### src/rtl/load_store_unit_if.sv
// load_store_unit_if: bundles the core request/response channel and the
// memory_v2 access channel of the load/store unit.
//
// Ports grouped here:
//   core request : req_valid, req_ready, req_write, req_funct3, req_addr, req_wdata
//   core response: resp_valid, resp_rdata, resp_err
//   memory_v2    : mem_addr, mem_data_in, mem_data_out, mem_write_enable, mem_read_enable
//
// Handshake: a request transfers on the rising clk edge where
// req_valid && req_ready are both high. req_valid may be held high while
// req_ready is low and it is simply ignored (no queue). resp_valid is a
// one-cycle pulse with no backpressure; resp_err and resp_rdata are only
// meaningful while resp_valid is high.
//
// Modports:
//   slave  : the load/store unit itself
//   master : the environment (core + memory_v2) around the unit
interface load_store_unit_if #(
   parameter int ADDR_WIDTH = 10
);
   logic                  req_valid;
   logic                  req_ready;
   logic                  req_write;
   logic [2:0]            req_funct3;
   logic [31:0]           req_addr;
   logic [31:0]           req_wdata;
   logic                  resp_valid;
   logic [31:0]           resp_rdata;
   logic                  resp_err;
   logic [ADDR_WIDTH-1:0] mem_addr;
   logic [31:0]           mem_data_in;
   logic [31:0]           mem_data_out;
   logic                  mem_write_enable;
   logic                  mem_read_enable;

   modport slave (
      input  req_valid, req_write, req_funct3, req_addr, req_wdata, mem_data_out,
      output req_ready, resp_valid, resp_rdata, resp_err,
             mem_addr, mem_data_in, mem_write_enable, mem_read_enable
   );

   modport master (
      output req_valid, req_write, req_funct3, req_addr, req_wdata, mem_data_out,
      input  req_ready, resp_valid, resp_rdata, resp_err,
             mem_addr, mem_data_in, mem_write_enable, mem_read_enable
   );
endinterface

### src/rtl/load_store_unit.sv
// load_store_unit: converts RISC-V byte-addressed loads/stores
// (LB/LH/LW/LBU/LHU/SB/SH/SW) into word-wide memory_v2 accesses.
// Sub-word stores are done as read-modify-write because memory_v2 has a
// single 32-bit write enable. Misaligned, out-of-range and illegal-funct3
// requests are answered with resp_err and never touch memory.
//
// Ports:
//   clk       : system clock, rising edge
//   rst       : asynchronous reset, active-low
//   bus       : load_store_unit_if.slave (core request/response + memory_v2)
//   fsm_state : current FSM state, for debug/observation
//
// Latency from the accept edge: error 1, SW 2, load 3, SB/SH 4 cycles.
module load_store_unit #(
   parameter int ADDR_WIDTH = 10
) (
   input  logic                clk,
   input  logic                rst,
   load_store_unit_if.slave    bus,
   output logic [2:0]          fsm_state
);

   localparam logic [2:0] IDLE = 3'd0;
   localparam logic [2:0] RD   = 3'd1;
   localparam logic [2:0] RDW  = 3'd2;
   localparam logic [2:0] WR   = 3'd3;
   localparam logic [2:0] RESP = 3'd4;

   logic [2:0]            state;
   logic                  write_q;
   logic [2:0]            funct3_q;
   logic [ADDR_WIDTH-1:0] word_addr_q;
   logic [1:0]            byte_sel_q;
   logic [31:0]           wdata_q;
   logic [31:0]           word_q;     // word to be written in WR
   logic [31:0]           rdata_q;    // extended load result (0 for stores/errors)
   logic                  err_q;

   logic                  range_err;
   logic                  align_err;
   logic                  funct3_err;
   logic                  req_err;
   logic                  accept;

   logic [7:0]            sel_byte;
   logic [15:0]           sel_half;
   logic [31:0]           load_value;
   logic [31:0]           merged_word;

   assign accept = (state == IDLE) && bus.req_valid;

   // Error classification is done on the incoming request so the accept
   // edge can already route an error straight to RESP.
   always_comb begin
      range_err  = (bus.req_addr >> (ADDR_WIDTH + 2)) != 32'd0;
      align_err  = 1'b0;
      funct3_err = 1'b0;
      case (bus.req_funct3)
         3'd1, 3'd5: align_err = bus.req_addr[0];
         3'd2:       align_err = bus.req_addr[1:0] != 2'b00;
         default:    align_err = 1'b0;
      endcase
      if (bus.req_write) begin
         funct3_err = bus.req_funct3 > 3'd2;
      end else begin
         funct3_err = (bus.req_funct3 == 3'd3) || (bus.req_funct3 == 3'd6) ||
                      (bus.req_funct3 == 3'd7);
      end
      req_err = range_err || align_err || funct3_err;
   end

   // Little-endian lane selection from the word memory_v2 returns in RDW.
   always_comb begin
      sel_byte = bus.mem_data_out[{byte_sel_q, 3'b000} +: 8];
      sel_half = bus.mem_data_out[{byte_sel_q[1], 4'b0000} +: 16];
      case (funct3_q)
         3'd0:    load_value = {{24{sel_byte[7]}}, sel_byte};
         3'd1:    load_value = {{16{sel_half[15]}}, sel_half};
         3'd2:    load_value = bus.mem_data_out;
         3'd4:    load_value = {24'd0, sel_byte};
         3'd5:    load_value = {16'd0, sel_half};
         default: load_value = 32'd0;
      endcase
   end

   // Read-modify-write merge for SB/SH (funct3 0 = byte, 1 = halfword).
   always_comb begin
      merged_word = bus.mem_data_out;
      if (funct3_q[1:0] == 2'd0) begin
         merged_word[{byte_sel_q, 3'b000} +: 8] = wdata_q[7:0];
      end else begin
         merged_word[{byte_sel_q[1], 4'b0000} +: 16] = wdata_q[15:0];
      end
   end

   always_ff @(posedge clk or negedge rst) begin
      if (!rst) begin
         state       <= IDLE;
         write_q     <= 1'b0;
         funct3_q    <= 3'd0;
         word_addr_q <= '0;
         byte_sel_q  <= 2'd0;
         wdata_q     <= 32'd0;
         word_q      <= 32'd0;
         rdata_q     <= 32'd0;
         err_q       <= 1'b0;
      end else begin
         case (state)
            IDLE: begin
               if (accept) begin
                  write_q     <= bus.req_write;
                  funct3_q    <= bus.req_funct3;
                  word_addr_q <= bus.req_addr[ADDR_WIDTH+1:2];
                  byte_sel_q  <= bus.req_addr[1:0];
                  wdata_q     <= bus.req_wdata;
                  word_q      <= bus.req_wdata;  // SW writes wdata unchanged
                  rdata_q     <= 32'd0;
                  err_q       <= req_err;
                  if (req_err) begin
                     state <= RESP;
                  end else if (bus.req_write && (bus.req_funct3 == 3'd2)) begin
                     state <= WR;
                  end else begin
                     state <= RD;
                  end
               end
            end
            RD: state <= RDW;
            RDW: begin
               if (write_q) begin
                  word_q <= merged_word;
                  state  <= WR;
               end else begin
                  rdata_q <= load_value;
                  state   <= RESP;
               end
            end
            WR:      state <= RESP;
            RESP:    state <= IDLE;
            default: state <= IDLE;
         endcase
      end
   end

   // All outputs decode from the state register, so an asynchronous reset
   // drops the memory enables and the response immediately.
   assign bus.req_ready        = (state == IDLE);
   assign bus.mem_read_enable  = (state == RD);
   assign bus.mem_write_enable = (state == WR);
   assign bus.mem_data_in      = (state == WR) ? word_q : 32'd0;
   assign bus.mem_addr         = (state != IDLE) ? word_addr_q : '0;
   assign bus.resp_valid       = (state == RESP);
   assign bus.resp_err         = (state == RESP) && err_q;
   assign bus.resp_rdata       = (state == RESP) ? rdata_q : 32'd0;
   assign fsm_state            = state;

endmodule

### src/flat_wrapper.sv
// flat-port wrapper written by rule: the top's interface ports become plain ports
module load_store_unit_flat 
#(
   parameter int ADDR_WIDTH = 10
)
  (clk, rst, fsm_state, bus_req_valid, bus_req_write, bus_req_funct3, bus_req_addr, bus_req_wdata, bus_mem_data_out, bus_req_ready, bus_resp_valid, bus_resp_rdata, bus_resp_err, bus_mem_addr, bus_mem_data_in, bus_mem_write_enable, bus_mem_read_enable);
  load_store_unit_if #(.ADDR_WIDTH(ADDR_WIDTH)) bus_i ();
  input  logic clk;
  input  logic rst;
  output logic [2:0] fsm_state;
  input wire logic [$bits(bus_i.req_valid)-1:0] bus_req_valid;
  input wire logic [$bits(bus_i.req_write)-1:0] bus_req_write;
  input wire logic [$bits(bus_i.req_funct3)-1:0] bus_req_funct3;
  input wire logic [$bits(bus_i.req_addr)-1:0] bus_req_addr;
  input wire logic [$bits(bus_i.req_wdata)-1:0] bus_req_wdata;
  input wire logic [$bits(bus_i.mem_data_out)-1:0] bus_mem_data_out;
  output wire logic [$bits(bus_i.req_ready)-1:0] bus_req_ready;
  output wire logic [$bits(bus_i.resp_valid)-1:0] bus_resp_valid;
  output wire logic [$bits(bus_i.resp_rdata)-1:0] bus_resp_rdata;
  output wire logic [$bits(bus_i.resp_err)-1:0] bus_resp_err;
  output wire logic [$bits(bus_i.mem_addr)-1:0] bus_mem_addr;
  output wire logic [$bits(bus_i.mem_data_in)-1:0] bus_mem_data_in;
  output wire logic [$bits(bus_i.mem_write_enable)-1:0] bus_mem_write_enable;
  output wire logic [$bits(bus_i.mem_read_enable)-1:0] bus_mem_read_enable;
  assign bus_i.req_valid = bus_req_valid;
  assign bus_i.req_write = bus_req_write;
  assign bus_i.req_funct3 = bus_req_funct3;
  assign bus_i.req_addr = bus_req_addr;
  assign bus_i.req_wdata = bus_req_wdata;
  assign bus_i.mem_data_out = bus_mem_data_out;
  assign bus_req_ready = bus_i.req_ready;
  assign bus_resp_valid = bus_i.resp_valid;
  assign bus_resp_rdata = bus_i.resp_rdata;
  assign bus_resp_err = bus_i.resp_err;
  assign bus_mem_addr = bus_i.mem_addr;
  assign bus_mem_data_in = bus_i.mem_data_in;
  assign bus_mem_write_enable = bus_i.mem_write_enable;
  assign bus_mem_read_enable = bus_i.mem_read_enable;
  load_store_unit #(.ADDR_WIDTH(ADDR_WIDTH)) u_core (.clk(clk), .rst(rst), .bus(bus_i), .fsm_state(fsm_state));
endmodule
### config.mk
export PLATFORM = sky130hd
export DESIGN_NAME = load_store_unit_flat
export DESIGN_NICKNAME = d
export VERILOG_FILES = /design/src/rtl/load_store_unit_if.sv /design/src/rtl/load_store_unit.sv /design/src/flat_wrapper.sv
export SDC_FILE = /design/constraint.sdc
export NUM_CORES = 1
export LEC_CHECK = 0
export CORE_MARGIN = 2
export CORE_UTILIZATION = 35
export DETAILED_ROUTE_END_ITERATION = 7
export PLACE_DENSITY = 0.72
export RECOVER_POWER = 50
export SYNTH_ARGS = -nofsm -noshare
export SYNTH_HDL_FRONTEND = slang
export SYNTH_SLANG_ARGS = --single-unit
### constraint.sdc
create_clock -name clk -period 1.93 [get_ports clk]
set_input_delay 0.193 -clock clk [delete_from_list [all_inputs] [get_ports clk]]
set_output_delay 0.193 -clock clk [all_outputs]
set_load 0.005 [all_outputs]
=== Word level (Yosys, flattened, before mapping) ===
Cells that the tools add are included.

* Input port bits: 103
* Output and inout bits: 82
* Word-level logic and storage cells: 73
* Register bits after elaboration: 100

* Reduce and logical (&&, ||, !) cells: 18
* Shift-type cells: 6
* Equal/unequal tests: 17
* Order comparisons: 1
* Multiplexer cells: 20
* Add/sub/neg operators: 2

{| class="wikitable"
|+ Operator list
! cell !! number
|-
| $mux 32 || 7
|-
| $pmux 32 s5 || 1
|-
| $pmux 32 s2 || 2
|-
| $bwmux 32 || 2
|-
| $reduce_bool 32->1 || 1
|-
| $shift 16x7->32 const A || 1
|-
| $shift 8x7->32 const A || 1
|-
| $shiftx 16x7->32 || 1
|-
| $shiftx 32x6->16 || 1
|-
| $shiftx 32x6->8 || 1
|-
| $shiftx 8x7->32 || 1
|-
| $eq 3x3->1 const B || 6
|-
| $eq 3x2->1 const B || 5
|-
| $neg 5->7 || 2
|-
| $pmux 3 s4 || 1
|-
| $mux 10 || 1
|-
| $eq 3x1->1 const B || 3
|-
| $mux 3 || 3
|-
| $logic_not 3->1 || 2
|-
| $reduce_and 3->1 || 2
|-
| $logic_or 1x1->1 || 4
|-
| $ne 2x1->1 const B || 2
|-
| $reduce_bool 2->1 || 2
|-
| $gt 3x2->1 const B || 1
|-
| 9 further kinds || 11
|}

=== Logic depth before layout (Yosys ltp) ===
Gate-level depths: netlist of the first run.

* Depth in word-level cells: 8
* Gate-level depth with buffers: 8

=== Worst setup path after synthesis of the first run ===
Ideal clock, no wire load.

* Path type: flip-flop to flip-flop
* Start: register u_core.byte_sel_q[1]
* End: register u_core.word_q[16]
* Data required time: 1.848 ns
* Path buffers: 2
* Clock period less this slack: 1.998 ns
* Stages on the path, launching flop included: 9
* Data arrival time: 1.916 ns
* Slack: -0.068 ns
* Cells stage by stage: dfrtp_1 > buf_2 > inv_1 > ha_1 > nor4bb_1 > buf_1 > a221oi_1 > a211o_1 > a31oi_1

* Word-level cells in the longest chain between the ends: 6
* Elaborated cells between the ends (all ways): 11
* Those cells by class: add/sub: 2; shift: 4; mux: 5

{| class="wikitable"
|+ RTL lines
! item !! RTL line !! RTL
|-
| start, declared || load_store_unit.sv:33 || <nowiki>logic [1:0] byte_sel_q;</nowiki>
|-
| start signal, assigned || load_store_unit.sv:114 || <nowiki>byte_sel_q <= bus.req_addr[1:0];</nowiki>
|-
| $neg 5->7, on equally long branches || load_store_unit.sv:92, load_store_unit.sv:90 ||
|-
| $shiftx 16x7->32 (tied with other cells) || load_store_unit.sv:92 || <nowiki>merged_word[{byte_sel_q[1], 4'b0000} +: 16] = wdata_q[15:0];</nowiki>
|-
| $bwmux 32, on equally long branches || load_store_unit.sv:92, load_store_unit.sv:90 ||
|-
| $mux 32 * || load_store_unit.sv:89 || <nowiki>if (funct3_q[1:0] == 2'd0) begin</nowiki>
|-
| $mux 32 * || load_store_unit.sv:130 || <nowiki>if (write_q) begin</nowiki>
|-
| $pmux 32 s2 * || load_store_unit.sv:108 || <nowiki>case (state)</nowiki>
|-
| end signal, assigned || load_store_unit.sv:116 || <nowiki>word_q <= bus.req_wdata;</nowiki>
|-
| end signal, assigned || load_store_unit.sv:131 || <nowiki>word_q <= merged_word;</nowiki>
|-
| end, declared || load_store_unit.sv:35 || <nowiki>logic [31:0] word_q;</nowiki>
|}

Mark *: on every way between the ends. The rest lies on a longest branch, timed or not. The select of a mux whose other input is x is not followed.
A chain may end at the register's enable or synchronous reset.

=== Worst setup path after layout of the first run ===
* Start: register u_core.state[0], in the netlist u_core.fsm_state[0]
* End: output bus_mem_addr[4]

* Word-level cells in the longest chain between the ends: 2

{| class="wikitable"
|+ RTL lines
! item !! RTL line !! RTL
|-
| start, declared || load_store_unit.sv:29 || <nowiki>logic [2:0] state;</nowiki>
|-
| start signal, assigned || load_store_unit.sv:98 || <nowiki>state <= IDLE;</nowiki>
|-
| start signal, assigned || load_store_unit.sv:120 || <nowiki>state <= RESP;</nowiki>
|-
| start signal, assigned || load_store_unit.sv:122 || <nowiki>state <= WR;</nowiki>
|-
| $reduce_bool 3->1 || load_store_unit.sv:151 || <nowiki>assign bus.mem_addr = (state != IDLE) ? word_addr_q : '0;</nowiki>
|-
| $mux 10 || load_store_unit.sv:151 ||
|-
| end, declared || flat_wrapper.sv:21 || <nowiki>output wire logic [$bits(bus_i.mem_addr)-1:0] bus_mem_addr;</nowiki>
|}

Every way passes these cells.

==> results of run 1 <==
## stage by stage
step / utilization (%) / hold slack, ps
2_1_floorplan: - / -102.6
3_3_place_gp: 49.02 / 309.6
3_5_place_dp: 49.02 / 310.8
4_1_cts: 53.23 / 352.7
5_1_grt: 54.26 / 388.4
6_report: 54.26 / 359.0
## power by group through the flow
stage	clock [uW]	combinational [uW]	sequential [uW]
finish	1940	1700	2460
global route	2060	1830	2470
CTS	1950	1570	2430
detailed placement	0	1430	2470
global placement	0	1410	2470
floorplan	0	802	2410
## Yosys cell counts (all sizes together) (7+ instances only)
cell / n / area share, %
a211o: 32 / 4.6
a21o: 18 / 2.2
a221oi: 39 / 5.6
a222oi: 8 / 1.3
a31oi: 49 / 5.0
and2: 65 / 6.7
buf: 29 / 2.8
clkbuf: 29 / 1.8
dfrtp: 100 / 41
inv: 7 / 0.43
mux2: 9 / 1.7
mux2i: 33 / 5.4
nand2: 160 / 9.9
nor2: 37 / 2.3
nor2b: 15 / 1.5
o21ai: 20 / 1.6
## cells by family after synthesis
| family | share of synthesized area (%) |
|---|---|
| adders and majority gates | 1.028 |
| and+or+nand+nor | 24.05 |
| muxes | 7.463 |
| buffers and inverters | 4.996 |
| AOI/OAI and AO/OA | 21.34 |
| DFF | 41.12 |
## critical path, delay by kind of cell, from the launching register on
kind	cells	cell delay (ps)
buffers and inverters	3	610
and+or+nand+nor	2	310
DFF	1	450
## routing by layer
metal	vias to the layer above	global-route usage [%]	share of wire [%]
li1	2923	-	-
met1	3003	33.63	42
met2	387	36.11	44
met3	57	5.928	10
met4	0	9.722	3.9
met5	-	0	0
## area by class of cell
cell class                 count  area [sq um]
clock buffer                  13         270.3
clock inverter                 3         43.79
fill                        1564          7856
inverter                       7         28.78
multi-input combinational    525          3567
sequential                   100          2505
tap                          225         281.5
timing repair buffer         270          2624
## flip-flops by register name, indices dropped and copies added (netlist names)
register and flops:
u_core.write_q 1, u_core.fsm_state 3, u_core.err_q 1, u_core.rdata_q 32, u_core.word_addr_q 10, u_core.wdata_q 16
u_core.word_q 32, u_core.funct3_q 3, u_core.byte_sel_q 2
## layout by cell type (no fill, tap or decap), drive strengths merged, types with 20 or more instances in the layout
master         netlist  final
nand2              160    160
and2                65     65
a221oi              39     39
dfrtp              100    100
buf                 29    114
nor2                37     37
mux2i               33     33
clkbuf              29     60
a211o               32     32
a31oi               49     49
o21ai               20     20
clkdlybuf4s50        0    103
## what timing repair did
item / in CTS / in global routing
cloned: 7 / 5
hold buffers: 1 / 0
resized for setup: 209 / 197
pin swaps: 7 / 60
hold endpoints to repair: 100 / 0
buffers inserted: 29 / 4
endpoints found under the setup margin: 82 / 116
## worst max-delay path by stage
stage                                     from                 end  slack, ps  cells past startpoint
after CTS                  u_core.fsm_state[1]        bus_resp_err        -70                      7
final                      u_core.fsm_state[0]     bus_mem_addr[4]         10                      5
after detailed placement  u_core.byte_sel_q[0]   u_core.word_q[16]         -7                      7
after global routing       u_core.fsm_state[1]  bus_mem_data_in[3]        -50                      7
after global placement    u_core.byte_sel_q[0]   u_core.word_q[22]         80                      7
after floorplan           u_core.byte_sel_q[1]    u_core.word_q[4]         10                      8
==> results.yml, run 1 <==
route:
  drt-total-wl_um: 22760
  drtAntennaViolNets: 0
  wl_per_cell_um: 19.92
  route.detailed.drc: 0
  via_per_inst: 5.573
  drt_first_pass_iters: 5
  drt_iter0_drc: 786
  dr_total_vias: 6370
grt:
  overflow: 0
  grt_util_all_layers_pct: 24.17
  grt_max_degree: 101
  antenna_found_initial: 0
  grt_pass1_wl_um: 34210
  grt_pass1_vias: 6082
layout:
  nets: 1021
  final_cells: 1143
  diodes: 0
  final_cell_area_sq_mm: 0.009320
  area_growth_syn_to_layout_pct: 53.15
  drive_gt1_share_pct: 27.45
critical_path:
  critical_path.max_stage_delay_ps: 450
  reg2reg_slack_ps: 50
  worstPathRequired_ps: 1740
  cp-end-kind: "output pin"
  cp.arrival_ps: 1720
  critPathMaxFanout: 7
  r2r_cells: 5
  timing.rr.start: "u_core.byte_sel_q[1]"
  crit_slowest_cell: "dfrtp_2"
  crit_type: "reg -> out"
  crit_chain: "clkbuf_2 > nor3_4 > buf_6 > nor2b_1 > dlygate4sd2_1"
  startpoint_type: "flop"
  r2r_end: "u_core.rdata_q[5]"
worst_hold_path:
  min_from: "bus_req_addr[5]"
  hold_end: "u_core.word_addr_q[3]"
  min_path_cells: 3
  hold_class: "in -> reg"
clock_tree:
  cts_buffers: 9
  cts.clk_slew.worst_paths_ps: 70
  clockBufferDepth: 2
  cts_root_buffer: "clkbuf_16"
  cts.sink_count: 100
  insertion_delay_ps: 360
  tritoncts: "built"
  h-tree-depth: 3
timing:
  finalSetupTns_ps: 0
  final-max-slew-violation-count: 0
  finalSetupViolations: 0
  skew_ps: 9.286
  rsz0062_at_grt: "yes"
  period_needed_ps: 1916
  finalHoldViolCount: 0
  fin_crit_sh_pct: 99.28
  max_freq_mhz: 521.9
  layout_setup_ws_ps: 13.96
  relSlewSlack_pct: 13.24
  tightest_slew_ps: 1301
die:
  die_area_sq_mm: 0.01846
  die-height_um: 135.9
  io-pin-count: 185
  die_x_um: 135.9
  rows: 48
  core_area_sq_mm: 0.01718
  start_util_pct: 35.43
yosys:
  ys_seq_elements: 100
  syn_nets: 798
  synth_edf_count: 0
  synth_warnings: 0
  avgSynthCellArea_sq_um: 8.820
  ys_types: 44
  synth_ff_type: "dfrtp_1"
  syn_area_sq_mm: 0.006086
  netlist_instances: 690
  ys_seq_area_share_pct: 41.12
  async_flop_share_pct: 100.0
outcome:
  outcome: "finished clean"
pwr:
  switchingPower_uw: 1875
  ir_worst_vdd_mv: 0.4469
  p_leak_uw: 0.004306
  p_int_uw: 4215
  finalPower_uw: 6090
  seqPwrFrac_pct: 40.3
  power_frac_clock_pct: 31.8
  power_density_mw_per_mm2: 653.4
  swShare_pct: 30.79
  comb_power_share_pct: 27.8
place:
  dp_slack_ps: -6.514
  hpwl_um: 14580
  place_area_sq_mm: 0.008419
  dpl.cell_count: 1089
  gp_congestion: 0.9623
  io_buffers: 184
run:
  drv_cap: 0
(Power assumes the default switching activity.)
==> inputs of run 2 (changes only) <==
--- a/config.mk
+++ b/config.mk
@@ -7,9 +7,11 @@
 export LEC_CHECK = 0
 export CORE_MARGIN = 2
 export CORE_UTILIZATION = 35
+export CTS_CLUSTER_DIAMETER = 100
 export DETAILED_ROUTE_END_ITERATION = 7
 export PLACE_DENSITY = 0.72
 export RECOVER_POWER = 50
+export REMOVE_ABC_BUFFERS = 1
 export SYNTH_ARGS = -nofsm -noshare
 export SYNTH_HDL_FRONTEND = slang
 export SYNTH_SLANG_ARGS = --single-unit
==> run 2 against run 1 <==
The flow now finishes with violations (negative setup slack). Core utilization is 1.6 points lower. Critical path depth stayed put. Sequential power hardly changed.
==> results.yml, run 2 (same netlist as run 1, synthesis figures left out) <==
clock_tree:
  cts_root_buffer: "clkbuf_16"
  clockBufferDepth: 2
  cts.clk_slew.worst_paths_ps: 70
  insertion_delay_ps: 360
  cts_buffers: 9
  h-tree-depth: 3
  cts.sink_count: 100
  tritoncts: "built"
die:
  io-pin-count: 185
  core_area_sq_mm: 0.01718
  die_x_um: 135.9
  start_util_pct: 35.43
  die-height_um: 135.9
  rows: 48
  die_area_sq_mm: 0.01846
place:
  io_buffers: 184
  dpl.cell_count: 1088
  gp_congestion: 0.8815
  hpwl_um: 14670
pwr:
  comb_power_share_pct: 27.3
  ir_worst_vdd_mv: 0.4026
  swShare_pct: 31.17
  power_density_mw_per_mm2: 662.5
  p_leak_uw: 0.004357
  switchingPower_uw: 1867
  finalPower_uw: 5989
  p_int_uw: 4123
  seqPwrFrac_pct: 40.7
  power_frac_clock_pct: 32.1
route:
  via_per_inst: 5.415
  wl_per_cell_um: 18.99
  drtAntennaViolNets: 0
  dr_total_vias: 6113
  drt_first_pass_iters: 8
  drt_iter0_drc: 576
  drt-total-wl_um: 21440
  route.detailed.drc: 0
critical_path:
  startpoint_type: "flop"
  critPathMaxFanout: 7
  crit_chain: "buf_4 > nor3_4 > buf_6 > nor2b_1 > clkdlybuf4s50_1"
  path_buf_inv: 3
  cp.arrival_ps: 1840
  crit_type: "reg -> out"
  cp-end-kind: "output pin"
  crit_slowest_cell: "clkdlybuf4s50_1"
  critical_path.max_stage_delay_ps: 440
  worstPathRequired_ps: 1740
  crit_family: "buffers and inverters"
timing:
  rsz0062_at_grt: "yes"
  finalSetupViolations: 15
  relSlewSlack_pct: 26.18
  finalHoldViolCount: 0
  tightest_slew_ps: 1107
  skew_ps: 8.146
  final-max-slew-violation-count: 0
  layout_setup_ws_ps: -106.5
  period_needed_ps: 2037
  fin_crit_sh_pct: 105.5
  max_freq_mhz: 491.0
  whs_ps: 372.9
grt:
  grt_pass1_wl_um: 32760
  overflow: 0
  grt_pass1_vias: 5906
  grt_max_degree: 65
  grt_util_all_layers_pct: 22.95
  antenna_found_initial: 0
layout:
  layout_commonest_cell: "nand2_1"
  layout_common_cells: "nand2_1 (160), clkdlybuf4s50_1 (108), dfrtp_1 (97), and2_1 (53), a31oi_1 (49)"
  reg_top3: "u_core.rdata_q (32), u_core.word_q (32), u_core.wdata_q (16)"
  final_cells: 1129
  area_growth_syn_to_layout_pct: 48.54
  diodes: 0
  drive_gt1_share_pct: 22.23
  nets: 1007
outcome:
  outcome: "finished with violations"
  failed_checks: "negative setup slack"
run:
  drv_cap: 0
worst_hold_path:
  hold_class: "in -> reg"
[run 2: final timing paths]
| path | endpoint | slack (ps) | startpoint | cells after the start |
|---|---|---|---|---|
| max in group asynchronous | u_core.fsm_state[1] | 170 | rst | 3 |
| max reg2reg | u_core.fsm_state[1] | 30 | u_core.fsm_state[0] | 5 |
| min | u_core.word_addr_q[9] | 370 | bus_req_addr[11] | 3 |
| min in group asynchronous | u_core.word_addr_q[5] | 570 | rst | 2 |
| min reg2reg | u_core.rdata_q[27] | 470 | u_core.rdata_q[27] | 1 |
| max | bus_mem_addr[6] | -110 | u_core.fsm_state[1] | 5 |
[run 2: final cells by class]
type / count / area (sq um)
clock buffers: 10 / 239.0
multi-input cells: 525 / 3520
inverters: 7 / 26.28
fillers: 1630 / 8137
clock inverters: 6 / 72.57
flip-flops and latches: 100 / 2506
repair buffers: 256 / 2395
well taps: 225 / 281.5
[run 2: tightest hold or removal path, cell delays in order]
cell and delay, ps:
clkdlybuf4s50_1 400, nand2_1 60, nand2_1 40
[run 2: repair_timing]
item                       CTS  global route
hold endpoints to repair    39             0
setup buffers               11            10
setup endpoints to repair   85           109
cloned                       4             0
gates resized for setup    126           148
pin swaps                    5            45
hold buffers                 1             0
[run 2: layer usage]
| layer | GRT usage (%) | share of wire (%) | up-vias |
|---|---|---|---|
| met5 | 0 | 0 | - |
| met1 | 31.19 | 43 | 2936 |
| met4 | 8.449 | 2.7 | 0 |
| li1 | - | - | 2912 |
| met2 | 36.87 | 47 | 232 |
| met3 | 3.803 | 7.3 | 33 |
[run 2: power groups by stage]
stage | Clock, uW | Combinational [uW] | Sequential, uW
floorplan | 0 | 703 | 2460
CTS | 1950 | 1520 | 2420
global route | 2030 | 1770 | 2460
global placement | 0 | 1410 | 2450
finish | 1920 | 1630 | 2440
detailed placement | 0 | 1440 | 2460
[run 2: through the flow]
stage | cell area (sq um) | util, % | TNS (ps) | worst slack, ps
CTS | 8955 | 52.13 | -3667 | -229.2
floorplan | 5808 | - | -116750 | -1706
global route | 9040 | 52.63 | -3234 | -167.6
detailed placement | 8412 | 48.97 | -363.5 | -65.04
global placement | 8412 | 48.97 | 0 | 49.89
finish | 9040 | 52.63 | -840.8 | -106.5
==> inputs of run 3 (changes only) <==
--- a/config.mk
+++ b/config.mk
@@ -5,11 +5,14 @@
 export SDC_FILE = /design/constraint.sdc
 export NUM_CORES = 1
 export LEC_CHECK = 0
+export CELL_PAD_IN_SITES_DETAIL_PLACEMENT = 1
+export CELL_PAD_IN_SITES_GLOBAL_PLACEMENT = 1
+export CORE_ASPECT_RATIO = 1.1
 export CORE_MARGIN = 2
-export CORE_UTILIZATION = 35
+export CORE_UTILIZATION = 32
 export CTS_CLUSTER_DIAMETER = 100
 export DETAILED_ROUTE_END_ITERATION = 7
-export PLACE_DENSITY = 0.72
+export PLACE_DENSITY = 0.85
 export RECOVER_POWER = 50
 export REMOVE_ABC_BUFFERS = 1
 export SYNTH_ARGS = -nofsm -noshare
==> run 3 against run 2 <==
The run ends with design-rule violations, negative setup slack left. Combinational power up 9%. Design area up 3.6%. Die area up 9.1%. Clock power about the same.
==> results.yml, run 3 (same netlist as run 1, synthesis figures left out) <==
critical_path:
  cp.arrival_ps: 2330
  crit_family: "buffers and inverters"
  path_buf_inv: 3
  critical_path.max_stage_delay_ps: 430
  critPathMaxFanout: 17
  crit_type: "reg -> reg"
  crit_chain: "buf_12 > buf_4 > buf_4 > mux2i_1 > a211o_1 > a31oi_1"
  worstPathRequired_ps: 2200
  crit_slowest_cell: "dfrtp_2"
  cp_common_cell: "buf_4"
  startpoint_type: "flop"
  cp-end-kind: "flop"
route:
  dr_total_vias: 6723
  drtAntennaViolNets: 0
  route.detailed.drc: 2
  wl_per_cell_um: 24.61
  drt_first_pass_iters: 8
  via_per_inst: 5.846
  drt_iter0_drc: 634
  drt-total-wl_um: 28310
timing:
  finalSetupViolations: 43
  layout_setup_ws_ps: -133.8
  final-max-slew-violation-count: 0
  fin_crit_sh_pct: 106.9
  relSlewSlack_pct: 25.79
  tightest_slew_ps: 1113
  skew_ps: 14.59
  finalSetupTns_ps: -1870
  rsz0062_at_grt: "yes"
  max_freq_mhz: 484.5
  finalHoldViolCount: 0
  period_needed_ps: 2064
outcome:
  outcome: "finished with violations"
  failed_checks: "design-rule violations, negative setup slack"
clock_tree:
  cts_root_buffer: "clkbuf_16"
  clockBufferDepth: 2
  h-tree-depth: 3
  cts.clk_slew.worst_paths_ps: 80
  tritoncts: "built"
  cts.sink_count: 100
  cts_buffers: 9
  insertion_delay_ps: 350
pwr:
  p_int_uw: 4155
  power_frac_clock_pct: 31.3
  seqPwrFrac_pct: 40.0
  power_density_mw_per_mm2: 660.5
  comb_power_share_pct: 28.7
  p_leak_uw: 0.004314
  switchingPower_uw: 2032
  swShare_pct: 32.84
  ir_worst_vdd_mv: 0.4630
layout:
  multi_input_area_sq_mm: 0.003627
  layout_commonest_cell: "nand2_1"
  layout_common_cells: "nand2_1 (160), clkdlybuf4s50_1 (101), dfrtp_1 (99), a31oi_1 (48), buf_6 (41)"
  drive_gt1_share_pct: 26.38
  seqCellArea_sq_mm: 0.002504
  nFillCells: 2126
  nets: 1009
  final_cells: 1150
  reg_top3: "u_core.rdata_q (32), u_core.word_q (32), u_core.wdata_q (16)"
  area_growth_syn_to_layout_pct: 53.91
grt:
  grt_max_degree: 65
  grt_util_all_layers_pct: 24.50
  antenna_found_initial: 1
  grt_pass1_vias: 6591
  grt_pass1_wl_um: 38410
  overflow: 0
place:
  dpl.cell_count: 1099
  hpwl_um: 16230
  io_buffers: 184
  gp_congestion: 0.8867
die:
  rows: 52
  die_area_sq_mm: 0.02014
  die_x_um: 135.5
  io-pin-count: 185
  start_util_pct: 32.82
  die-height_um: 148.6
  core_area_sq_mm: 0.01854
run:
  drv_cap: 0
worst_hold_path:
  hold_class: "in -> reg"
==> run 3: worst reg2reg max path, delay by kind of cell, from the launching register on <==
| kind | cells | cell delay (ps) |
|---|---|---|
| compound gates | 2 | 640 |
| buf+inv | 3 | 720 |
| flops | 1 | 430 |
| mux | 1 | 200 |
==> run 3: routing by layer <==
metal  up-vias  part of all wire, %  GRT usage (%)
met3        78                  8.0          4.806
li1       2904                    -              -
met1      3365                   38          31.46
met5         -                    0              0
met4         0                  3.7          8.438
met2       376                   50          41.24
==> run 3: cell type report <==
type	count	share of cell area, %
diodes	1	0.02672
clock buffers	11	2.698
clock inverters	5	0.6412
inverters	7	0.3740
multi-input cells	525	38.73
flip-flops and latches	100	26.73
well taps	243	3.246
repair buffers	258	27.56
==> run 3: final timing paths <==
path | from | to | slack, ps | depth (start not counted)
max | u_core.byte_sel_q[1] | u_core.word_q[20] | -130 | 6
min | bus_req_addr[5] | u_core.word_addr_q[3] | 380 | 3
max reg2reg | u_core.byte_sel_q[1] | u_core.word_q[20] | -130 | 6
min reg2reg | u_core.rdata_q[30] | u_core.rdata_q[30] | 470 | 1
max in group asynchronous | rst | u_core.byte_sel_q[1] | 240 | 3
min in group asynchronous | rst | u_core.word_q[19] | 580 | 2
==> run 3: what timing repair did <==
item	in CTS	in global routing
hold buffers	1	0
pin swaps	14	59
gates cloned	7	1
setup buffers	18	17
gates resized for setup	236	149
setup endpoints to repair	83	155
endpoints found under the hold margin	16	0
==> run 3: through the flow <==
stage | util, % | total power (uW) | setup slack, ps | cell area (sq um) | hold slack, ps
floorplan | - | 3163 | -1706 | 5808 | -102.6
CTS | 49.13 | 5915 | -190.2 | 9110 | 272.0
finish | 50.51 | 6187 | -133.8 | 9366 | 378.0
detailed placement | 45.20 | 3895 | -13.39 | 8382 | 85.74
global route | 50.51 | 6404 | -189.7 | 9366 | 380.3
global placement | 45.20 | 3839 | 82.17 | 8382 | 86.65
==> run 3: power groups by stage <==
stage	clock (uW)	combinational, uW	sequential (uW)
after floorplan	0	703	2460
after global placement	0	1380	2460
after detailed placement	0	1430	2460
after CTS	1940	1540	2430
after global routing	2030	1880	2490
final	1940	1770	2480
